$ cat src/rtl/gups_pkg.sv
// gups_pkg: shared definitions for the GUPS engine.
//   - state_e       : engine FSM state encoding
//   - LfsrMask      : Galois feedback mask (x^16+x^14+x^13+x^11+1)
//   - ZeroSeedSub   : value loaded in place of an all-zero seed lane
//   - lfsr_step()   : one Galois shift of a 16-bit lane
package gups_pkg;

  typedef enum logic [2:0] {
    StIdle,
    StGen,
    StRd,
    StMod,
    StWr,
    StDone
  } state_e;

  localparam logic [15:0] LfsrMask    = 16'hB400;
  localparam logic [15:0] ZeroSeedSub = 16'h0001;

  // Right-shifting Galois LFSR: the bit shifted out selects the feedback mask.
  function automatic logic [15:0] lfsr_step(input logic [15:0] v);
    return {1'b0, v[15:1]} ^ (v[0] ? LfsrMask : 16'h0000);
  endfunction

endpackage

$ cat src/rtl/gups_lfsr16.sv
// gups_lfsr16: one 16-bit Galois LFSR lane of the GUPS random address.
// Ports:
//   clk   - clock
//   rst   - asynchronous active-low reset (lane returns to 16'h0001)
//   load  - load from seed (a zero seed loads 16'h0001 so the lane never locks up)
//   step  - advance the lane one Galois step (load has priority)
//   seed  - 16-bit seed value
//   value - current lane value
module gups_lfsr16
  import gups_pkg::*;
(
  input  logic        clk,
  input  logic        rst,
  input  logic        load,
  input  logic        step,
  input  logic [15:0] seed,
  output logic [15:0] value
);

  logic [15:0] value_q, value_d;

  always_comb begin
    value_d = value_q;
    if (load) begin
      value_d = (seed == 16'h0000) ? ZeroSeedSub : seed;
    end else if (step) begin
      value_d = lfsr_step(value_q);
    end
  end

  always_ff @(posedge clk or negedge rst) begin
    if (!rst) begin
      value_q <= ZeroSeedSub;
    end else begin
      value_q <= value_d;
    end
  end

  assign value = value_q;

endmodule

$ cat src/rtl/gups_engine.sv
// gups_engine: random-access read-modify-write (GUPS) update engine.
// Each update: GEN steps the LFSR lanes and forms the address, RD reads the
// word, MOD computes the new value, WR writes it back.
// Ports:
//   clk, rst       - clock, asynchronous active-low reset
//   start          - launch a run (ignored while busy)
//   num_updates    - updates per run
//   seed           - LANES x 16-bit LFSR seeds, lane i at [16i+15:16i]
//   range          - address mask, sampled per update
//   mode           - 0: increment, 1: XOR with replicated random word (per update)
//   addr/dout/din  - memory address, write data, read data
//   req/wr/rdy     - memory request, write flag, completion strobe
//   busy/done      - run in progress / run finished
//   upd_count      - completed updates
//   stall_count    - cycles with req=1 and rdy=0 (saturating); only counts
//                    when GUPS_STALL_CNT_EN is defined, otherwise tied to 0
module gups_engine
  import gups_pkg::*;
#(
  parameter int unsigned DATA_W = 64,
  parameter int unsigned ADDR_W = 64,
  parameter int unsigned LANES  = 4,
  parameter int unsigned CNT_W  = 32
) (
  input  logic                 clk,
  input  logic                 rst,
  input  logic                 start,
  input  logic [CNT_W-1:0]     num_updates,
  input  logic [LANES*16-1:0]  seed,
  input  logic [ADDR_W-1:0]    range,
  input  logic                 mode,
  output logic [ADDR_W-1:0]    addr,
  output logic [DATA_W-1:0]    dout,
  input  logic [DATA_W-1:0]    din,
  output logic                 req,
  output logic                 wr,
  input  logic                 rdy,
  output logic                 busy,
  output logic                 done,
  output logic [CNT_W-1:0]     upd_count,
  output logic [CNT_W-1:0]     stall_count
);

  localparam int unsigned CatW = LANES * 16;

  state_e            state_q, state_d;
  logic [ADDR_W-1:0] addr_q, addr_d;
  logic [DATA_W-1:0] dout_q, dout_d;
  logic [DATA_W-1:0] din_q, din_d;
  logic              mode_q, mode_d;
  logic [CNT_W-1:0]  upd_q, upd_d;

  logic              lane_load, lane_step, launch;
  logic [CatW-1:0]   lane_cat, lane_next;
  logic [ADDR_W-1:0] addr_raw;
  logic [DATA_W-1:0] rep_word;

  for (genvar g = 0; g < LANES; g++) begin : g_lane
    gups_lfsr16 u_lane (
      .clk   (clk),
      .rst   (rst),
      .load  (lane_load),
      .step  (lane_step),
      .seed  (seed[16*g +: 16]),
      .value (lane_cat[16*g +: 16])
    );
  end

  // The address is registered in GEN, so it is formed from the lanes' next values.
  always_comb begin
    for (int unsigned i = 0; i < LANES; i++) begin
      lane_next[16*i +: 16] = lfsr_step(lane_cat[16*i +: 16]);
    end
  end

  // Zero-extend or truncate the lane concatenation to ADDR_W.
  always_comb begin
    addr_raw = '0;
    for (int unsigned i = 0; i < ADDR_W; i++) begin
      if (i < CatW) addr_raw[i] = lane_next[i % CatW];
    end
  end

  // Replicate the current lane concatenation across DATA_W for XOR mode.
  always_comb begin
    rep_word = '0;
    for (int unsigned i = 0; i < DATA_W; i++) begin
      rep_word[i] = lane_cat[i % CatW];
    end
  end

  assign launch = start && ((state_q == StIdle) || (state_q == StDone));

  always_comb begin
    state_d   = state_q;
    addr_d    = addr_q;
    dout_d    = dout_q;
    din_d     = din_q;
    mode_d    = mode_q;
    upd_d     = upd_q;
    lane_load = 1'b0;
    lane_step = 1'b0;
    unique case (state_q)
      StIdle, StDone: begin
        if (launch) begin
          lane_load = 1'b1;
          upd_d     = '0;
          state_d   = StGen;
        end
      end
      StGen: begin
        if (upd_q == num_updates) begin
          state_d = StDone;
        end else begin
          lane_step = 1'b1;
          addr_d    = addr_raw & range;
          mode_d    = mode;
          state_d   = StRd;
        end
      end
      StRd: begin
        if (rdy) begin
          din_d   = din;
          state_d = StMod;
        end
      end
      StMod: begin
        dout_d  = mode_q ? (din_q ^ rep_word) : (din_q + DATA_W'(1));
        state_d = StWr;
      end
      StWr: begin
        if (rdy) begin
          upd_d   = upd_q + CNT_W'(1);
          state_d = StGen;
        end
      end
      default: state_d = StIdle;
    endcase
  end

  always_ff @(posedge clk or negedge rst) begin
    if (!rst) begin
      state_q <= StIdle;
      addr_q  <= '0;
      dout_q  <= '0;
      din_q   <= '0;
      mode_q  <= 1'b0;
      upd_q   <= '0;
    end else begin
      state_q <= state_d;
      addr_q  <= addr_d;
      dout_q  <= dout_d;
      din_q   <= din_d;
      mode_q  <= mode_d;
      upd_q   <= upd_d;
    end
  end

  // Outputs decode straight from the state register so reset clears them at once.
  assign req       = (state_q == StRd) || (state_q == StWr);
  assign wr        = (state_q == StWr);
  assign busy      = (state_q == StGen) || (state_q == StRd) ||
                     (state_q == StMod) || (state_q == StWr);
  assign done      = (state_q == StDone);
  assign addr      = addr_q;
  assign dout      = dout_q;
  assign upd_count = upd_q;

`ifdef GUPS_STALL_CNT_EN
  logic [CNT_W-1:0] stall_q, stall_d;

  always_comb begin
    stall_d = stall_q;
    if (launch) begin
      stall_d = '0;
    end else if (req && !rdy && (stall_q != {CNT_W{1'b1}})) begin
      stall_d = stall_q + CNT_W'(1);
    end
  end

  always_ff @(posedge clk or negedge rst) begin
    if (!rst) begin
      stall_q <= '0;
    end else begin
      stall_q <= stall_d;
    end
  end

  assign stall_count = stall_q;
`else
  assign stall_count = '0;
`endif

endmodule

$ cat config.mk
export PLATFORM = sky130hd
export DESIGN_NAME = gups_engine
export DESIGN_NICKNAME = d
export VERILOG_FILES = /design/src/rtl/gups_pkg.sv /design/src/rtl/gups_lfsr16.sv /design/src/rtl/gups_engine.sv
export SDC_FILE = /design/constraint.sdc
export NUM_CORES = 1
export LEC_CHECK = 0
export CORE_ASPECT_RATIO = 1.1
export CORE_MARGIN = 2
export CORE_UTILIZATION = 52
export CTS_CLUSTER_SIZE = 14
export DETAILED_ROUTE_END_ITERATION = 10
export GPL_TIMING_DRIVEN = 0
export PLACE_DENSITY = 0.87
export SLEW_MARGIN = 20
export SYNTH_ARGS = -nofsm -noshare
export SYNTH_HDL_FRONTEND = slang
export SYNTH_SLANG_ARGS = --single-unit
$ cat constraint.sdc
create_clock -name clk -period 3.84 [get_ports clk]
set_input_delay 0.576 -clock clk [delete_from_list [all_inputs] [get_ports clk]]
set_output_delay 0.576 -clock clk [all_outputs]
set_load 0.05 [all_outputs]
# Yosys cells after proc, flatten, opt, wreduce, memory -nomap -nowiden
# Index checks and enable logic that the tools add are counted.
# op_classes
bitwise,7
reduce_logical,18
n_eq_ne,9
addsub,2
n_mux,29
# op_table
cell,n
2-to-1 mux 16 bit,16
adder 64 x 1 -> 64 bit (second input constant),1
AND 64 bit,1
zero test 16 bit,4
2-to-1 mux 32 bit,2
2-to-1 mux 64 bit,1
case mux 32 bit (2 select lines),1
XOR 15 x 16 -> 16 bit,4
XOR 64 bit,1
adder 32 x 1 -> 32 bit (second input constant),1
equality test 32 bit,1
case mux 3 bit (5 select lines),1
2-to-1 mux 3 bit,4
equality test 3 x 2 -> 1 bit (second input constant),2
equality test 3 bit (second input constant),2
AND reduction 3 bit,2
logical OR 1 bit,5
2-to-1 mux 1 bit,4
inequality test 2 bit (second input constant),2
AND reduction 2 bit,2
nonzero test 2 bit,2
equality test 3 x 1 -> 1 bit (second input constant),1
zero test 3 bit,1
inequality test 2 x 1 -> 1 bit (second input constant),1
3 further kinds,3
# totals
out_inout_bits,196
ff_bits,292
in_bits,229
elab_cells,75

# Logic depth before layout (Yosys ltp)
# Gate-level depths: netlist of run 1.
# depth
word_depth,6
depth_mapped,10
depth_no_buf,7

# Cells and area by module
# From an unflattened synthesis of run 1, not the netlist that was laid out.
# unflattened
cells_unflattened,1542
area_unflattened_um2,15038.2
# modules_own_cells
mod,area_per_inst_um2,n_inst,cells_per_inst,seq_area_each_um2
gups_engine,11680.0,1,1230,5705.5
gups_lfsr16,839.6,4,78,401.6

# Worst setup path before layout of run 1
# No wires, ideal clock.
# synth_timing
path_type,reg-to-reg
startpoint,reg upd_q[5] (netlist: upd_count[5])
endpoint,reg mode_q
required_time_ps,3715
stages_incl_launch_ff,9
synth_period_minus_slack_ps,2383
path_buffers,3
path_slack_ps,1457
setup_ps,125
t_arrival_ps,2258
cell_sequence,dfrtp_1 > clkbuf_1 > xor2_1 > nor4_1 > nand4_1 > o21ai_1 > buf_2 > buf_2 > mux2_2
# synth_between
elab_chain_len,3
# synth_lines
item,line_no,text
start: declaration,gups_engine.sv:51,"logic [CNT_W-1:0] upd_q, upd_d;"
start signal: assignment,gups_engine.sv:155,upd_q <= upd_d;
equality test 32 bit,gups_engine.sv:112,if (upd_q == num_updates) begin
NOT 1 bit (no line),n/a,
AND reduction 2 bit (no line),n/a,
end signal: assignment,gups_engine.sv:154,mode_q <= mode_d;
end: declaration,gups_engine.sv:50,"logic mode_q, mode_d;"
# No other way between the ends.
# A chain may end at the register's enable or synchronous reset.

# Worst setup path in the final report of run 1
# layout_timing
startpoint,reg state_q[2]
endpoint,out req
# layout_between
elab_chain_len,2
word_cells_on_any_way,3
classes_between,eq/ne: 2; reduce/logical: 1
# layout_lines
item,line_no,text
start: declaration,gups_engine.sv:46,"state_e state_q, state_d;"
start signal: assignment,gups_engine.sv:143,state_q <= StIdle;
start signal: assignment,gups_engine.sv:150,state_q <= state_d;
equality test 3 x 2 -> 1 bit / equality test 3 bit (equally long branches),gups_engine.sv:160,assign req = (state_q == StRd) || (state_q == StWr);
logical OR 1 bit (*),gups_engine.sv:160,
end: declaration,gups_engine.sv:35,"output logic req,"
# Mark *: on every way between the ends. The rest lies on a longest branch, timed or not.

==> results.md, run 1 <==
- Vias in the first global route: 14,380
- Post-route setup slack: 0.6657 ns
- Crit path max fanout: 10
- Worst path slowest cell: clkdlybuf4s50_1
- Post-CTS Hold Fix Bufs: 0
- Crit end category: output pin
- Leak: 8.605 nW
- Layout cells sized above 1: 9.521%
- Fmax: 0.3150 GHz
- VDD IR max: 0.0005048 V
- Slew headroom: 29.22%
- Synth area leaders: dfrtp_1, nand2_1, xor2_1
- Main synth FF type: dfrtp_1
- Commonest non-fill, non-tap cell in the layout: clkdlybuf4s50_1
- R2R depth: 7
- Drt pass-1 iters: 5
- Worst EP required: 3.26 ns
- Vias per cell: 5.983
- Synthesized instance count: 1,525
- Pwr dens: 909.3 mW/mm2
- Total clock sinks: 292
- Die Height: 179.9 um
- Post-place setup slack: 0.4819 ns
- Sequential fraction of the synthesis area: 49.99%
- Pin count of the biggest net entering global routing: 102
- Status: completed
- Total Die Area: 0.02949 mm2
- Initial Util: 52.80%
- Post-synthesis cell type count: 63
- R2r endpoint: din_q[60]
- Grt total ovfl: 0
- WL/cell: 23.93 um
- Worst R2R Start: state_q[0]
- Max Root-Sink Buffers: 3
- Cell Area, Synth: 0.01463 mm2
- Post-route ant nets: 0
- Core ar.: 0.02771 mm2
- Hold Vio Cnt, Final: 0
- Startpoint types: register
- Fin crit share: 82.66%
- R2R setup slack: 0.81 ns
- H-tree Lvls: 1
- Yosys top cell by area: dfrtp_1
- RSZ-0062 raised after global routing: false
- Multi-input gate area in the final layout: 0.006734 mm2
- Worst path arrival time: 2.60 ns
- I/O Pins: 425
- Initial antenna violation count: 2
- FILL cells: 2,012
- Mean post-synth cell area: 9.592 um2
- Top-area cell type share of the netlist area: 49.27%
- Pins Over Slew Limit: 0
- CTS resizes: 0
- Register Area: 0.007312 mm2
- Row cnt: 64
- Vias post-DR: 14,190
- Fin crit period: 3.174 ns
- Critical path's largest stage delay: 0.90 ns
- Most frequent cells in the layout: clkdlybuf4s50_1, dfrtp_1, nand2_1, o21ai_0, xor2_1
- Worst Setup SP: state_q[2]
- Tot GR Track Use: 37.83%
- Critical setup path kind: reg -> out
- Worst min-delay path category: in -> async
- Num CTS Buffers: 31
- CTS clk-pin slew, worst paths: 0.06 ns
- Post-Route WL: 56,730 um
- EDFF count, synth: 0
- Slew @ Worst Pin: 1.052 ns
- Root Buffer Master: clkbuf_16
- Setup TNS: 0 ns
- Placed cell count: 2,313
- Remaining DRCs: 0
- Async set-reset flop share out of synthesis: 100.0%
- Worst skew pair latency: 0.57 ns
- Layout area overhead: 38.92%
- Hpwl dp: 43,740 um
- Max-Cap Viols: 0
- Final Non-Filler Cells: 2,371
- DR iter-0 viols: 1,616
- Routability cong.: 0.9524
- Clk_skew: 0.01186 ns
- Post-CTS setup buffer count: 0
- Final setup fails: 0
- #FFs+latches synth: 292
- Synth warn: 0
- PortBufs: 392
- Post-layout net count: 2,214
- CTS tree: done
- DIE WIDTH: 163.9 um
- Global-route wire length before repair: 84,360 um
- Crit path cell chain: clkbuf_1 -> nand2b_1 -> a21oi_1 -> clkdlybuf4s50_1
==> power breakdown <==
group | internal [W] | total, W | switching [W]
registers | 0.00441 | 0.00598 | 0.00157
logic | 0.00327 | 0.00916 | 0.00589
clock network | 0.00204 | 0.00333 | 0.00130
total | 0.00972 | 0.0185 | 0.00876
==> critical path, delay by kind of cell, from the launching register on <==
| kind | cells | cell delay, ns |
|---|---|---|
| AO/OA/AOI/OAI | 1 | 0.17 |
| flip-flops | 1 | 0.41 |
| AND/OR/NAND/NOR | 1 | 0.17 |
| buffers and inverters | 2 | 1.27 |
==> flip-flops by register name, indices dropped and copies added (netlist names) <==
register             count
mode_q                   1
g_lane.u_lane.value     64
upd_count               32
dout                    64
state_q                  3
addr                    64
din_q                   64
==> how the worst max path moves through the flow <==
| stage | to | depth (start not counted) |
|---|---|---|
| floorplan | mode_q | 8 |
| global placement | addr[5] | 1 |
| detailed placement | addr[33] | 8 |
| CTS | req | 4 |
| global route | req | 4 |
| finish | req | 4 |
==> per-stage QoR <==
| stage | hold slack (ns) | area [um2] | total power (W) | utilization (%) |
|---|---|---|---|---|
| floorplan | 0.2804 | 14740 | 0.01133 | - |
| global placement | 0.4609 | 19120 | 0.01474 | 69.02 |
| detailed placement | 0.4699 | 19180 | 0.01497 | 69.23 |
| CTS | 0.07367 | 20320 | 0.01831 | 73.32 |
| global route | 0.1058 | 20320 | 0.01921 | 73.34 |
| finish | 0.03121 | 20320 | 0.01848 | 73.34 |
==> per-layer routing <==
layer | GRT usage [%] | part of all wire (%) | vias up
met5 | 0 | 0 | -
met4 | 19.09 | 5.7 | 0
met3 | 7.199 | 9.5 | 182
met2 | 62.32 | 48 | 889
met1 | 47.49 | 37 | 6887
li1 | - | - | 6228
==> logic make-up after synthesis <==
group                    Yosys count  share of synthesized area, %
AO/OA/AOI/OAI                    341                         14.25
XOR/XNOR                         127                         7.604
adder cells (fa/ha/maj)            2                        0.1710
buffers and inverters            145                         4.773
flip-flops                       292                         49.99
multiplexers                      77                         5.808
other                              1                       0.02564
AND/OR/NAND/NOR                  540                         17.38
==> cells in the mapped netlist, drive strengths merged, types with 7 or more instances <==
cell,n
o31ai,11
or3,11
clkbuf,53
dfrtp,288
nand3,34
nand2b,7
mux2,63
and3,17
a21oi,51
inv,28
buf,64
a32oi,17
nand2,276
nor4,40
xor2,95
a22oi,7
a221o,11
nor3,18
nand4,30
nor2,71
o21ai,185
a2bb2oi,32
and2,11
xnor2,32
mux2i,14
o22ai,8
==> final cells by class <==
class / count / area share (%)
Multi-Input combinational cell: 1119 / 33.14
Inverter: 28 / 0.5172
Tap cell: 363 / 2.235
Timing Repair Buffer: 394 / 19.60
Antenna cell: 2 / 0.02463
Sequential cell: 292 / 35.98
Clock inverter: 13 / 1.145
Clock buffer: 43 / 4.433
Buffer: 117 / 2.919
Power figures use the tool's default switching activity.
==> inputs of run 2 (changes only) <==
- CORE_UTILIZATION: 52 -> 44
- PLACE_DENSITY: 0.87 -> 0.78
- clock period: 3.84 -> 2.6 ns (I/O delays scaled with it)
==> run 2 against run 1 <==
Compared with the run above:
- register-to-register slack got worse by 0.80 ns
- flip-flop and latch count did not move
- critical path depth is 3 higher
- utilization fell by 11 points
- die area rose by 18%
- setup slack worse by 0.65 ns
==> results.md, run 2 (synthesis results as in run 1) <==
- Status: completed
- Final core utilization: 62.25% (-11 points)
- Root Buffer Master: clkbuf_16
- Met3 Usage GRT: 5.510% (-1.7 points)
- Final setup fails: 0 (unchanged)
- Remaining DRCs: 0 (unchanged)
- PortBufs: 392 (unchanged)
- Slew @ Worst Pin: 0.8630 ns (-0.1891 ns)
- Worst min-delay path category: in -> async
- R2r endpoint: dout[29]
- Post-route ant nets: 0 (unchanged)
- Drt pass-1 iters: 5 (unchanged)
- Worst EP required: 3.03 ns (-0.23 ns)
- DIE WIDTH: 177.8 um (+8.5%)
- VDD IR max: 0.0007812 V (+55%)
- Crit path max fanout: 10 (unchanged)
- M1 GR Usage: 41.04% (-6.4 points)
- Leak: 8.687 nW (+0.95%)
- Die Height: 195.2 um (+8.5%)
- Fin crit period: 2.587 ns
- Vias post-DR: 14,030 (-1.1%)
- I/O Pins: 425 (unchanged)
- Grt total ovfl: 0 (unchanged)
- Finished Cell Area: 0.02055 mm2 (+1.1%)
- RSZ-0062 raised after global routing: true
- R2R depth: 7 (unchanged)
- Post-layout net count: 2,216 (+0.090%)
- Vias in the first global route: 14,000 (-2.6%)
- Pins Over Slew Limit: 0 (unchanged)
- Layout cells sized above 1: 11.10% (+1.6 points)
- CTS clk-pin slew, worst paths: 0.06 ns (about the same)
- Pin count of the biggest net entering global routing: 96 (-5.9%)
- Tot GR Track Use: 31.84% (-6.0 points)
- Total Die Area: 0.03472 mm2 (+18%)
- Initial antenna violation count: 1 (-1)
- H-tree Lvls: 1 (unchanged)
- Slew headroom: 42.03% (+13 points)
- DR iter-0 viols: 1,288 (-20%)
- CTS tree: done
- Worst path arrival time: 3.02 ns (+0.42 ns)
- Worst skew pair latency: 0.56 ns (about the same)
- Routability cong.: 0.9426 (-1.0%)
- Max Root-Sink Buffers: 3 (unchanged)
- Vias per cell: 5.745 (-4.0%)
- Hold Vio Cnt, Final: 0 (unchanged)
- Row cnt: 70 (+9.4%)
- Worst R2R Start: din_q[0]
- Post-Route WL: 56,100 um (-1.1%)
- Crit end category: register
- WL/cell: 22.97 um (-4.0%)
- Num CTS Buffers: 30 (-3.2%)
- Global-route wire length before repair: 83,920 um (-0.52%)
- Fmax: 0.3866 GHz
- Commonest non-fill, non-tap cell in the layout: clkdlybuf4s50_1
- R2R setup slack: 0.01 ns (-0.80 ns)
- Most Crowded Layer GR: met2
- Fin crit share: 99.50%
- Core ar.: 0.03302 mm2 (+19%)
- Clk_skew: 0.02580 ns (+0.01394 ns)
- Initial Util: 44.30% (-8.5 points)
- Placed Area: 0.01930 mm2 (+0.59%)
- Hpwl dp: 43,520 um (-0.50%)
- Layout area overhead: 40.51%
- Critical setup path kind: reg -> reg
- GRT met2 Usage: 52.41% (-9.9 points)
- Startpoint types: register
- Total clock sinks: 292 (unchanged)
- Most frequent cells in the layout: clkdlybuf4s50_1, dfrtp_1, nand2_1, o21ai_0, xor2_1
- Pwr dens: 1315 mW/mm2 (+45%)
- FILL cells: 2,761 (+37%)
- Max-Cap Viols: 0 (unchanged)
run 2: cell count changes in the layout (fill, tap and decap cells not counted), moves of 3 or more:
cell and change:
buf_4 +7, buf_6 +3, clkdlybuf4s50_1 -4, clkbuf_1 -12
nor4_1 -9, clkbuf_2 +9, buf_2 -7, clkbuf_4 +4
nor4_2 +7, clkdlybuf4s15_2 +3
run 2: what timing repair did:
item,in CTS,in global routing
hold endpoints to repair,41,0
endpoints found under the setup margin,240,194
buffers inserted,2,3
pin swaps,3,5
resized for setup,32,26
hold buffers,1,0
run 2: worst max path at each step:
stage | slack [ns] | to | from | depth (start not counted)
6_report | 0.01 | dout[29] | din_q[0] | 7
5_1_grt | -0.03 | dout[31] | din_q[0] | 7
4_1_cts | 0.004 | upd_count[25] | state_q[0] | 6
3_5_place_dp | -0.57 | addr[22] | num_updates[19] | 10
3_3_place_gp | -11.43 | addr[10] | rst | 1
2_1_floorplan | 0.22 | mode_q | upd_count[5] | 8
run 2: metal layers:
layer	share of wire, %	wire, um
met4	5.2	2896
met3	8.8	4922
met1	39	22000
met2	47	26280
met5	0	0
run 2: layout make-up:
cell class / count / area [um2] / share of cell area (%)
sequential: 292 / 7312 / 35.58
multi-input combinational: 1119 / 6839 / 33.27
timing repair buffer: 401 / 4061 / 19.76
clock buffer: 46 / 912.1 / 4.438
buffer: 113 / 625.6 / 3.044
tap: 432 / 540.5 / 2.630
clock inverter: 10 / 155.1 / 0.7549
inverter: 28 / 105.1 / 0.5114
antenna: 1 / 2.502 / 0.01218
run 2: critical path: stages, from the launching register on:
cell and delay [ns]:
dfrtp_1 0.43, nand4_1 0.42, nor4_2 0.59, and3_1 0.23, buf_2 0.26, a32oi_1 0.18, xnor2_1 0.24, o21ai_0 0.10
run 2: metrics by stage:
step           setup TNS, ns  hold WS (ns)  std cells  setup slack [ns]  power (W)
6_report                   0        0.3091       2442           0.01305    0.02703
3_3_place_gp        -3386.56        0.4619       2380            -11.43    0.02183
3_5_place_dp          -82.87        0.3044       2383           -0.5695    0.02213
4_1_cts                    0        0.3125       2441          0.004028    0.02686
5_1_grt              -0.1363        0.3440       2442          -0.03177    0.02831
2_1_floorplan              0       0.09441       1556            0.2169    0.01673
run 2: power by group:
part	switching, W	internal [W]	leakage (nW)	total (W)
registers	0.00234	0.00652	3.64	0.00886
clock network	0.00183	0.00280	0.520	0.00463
logic	0.00866	0.00489	4.53	0.0135
total	0.0128	0.0142	8.69	0.0270
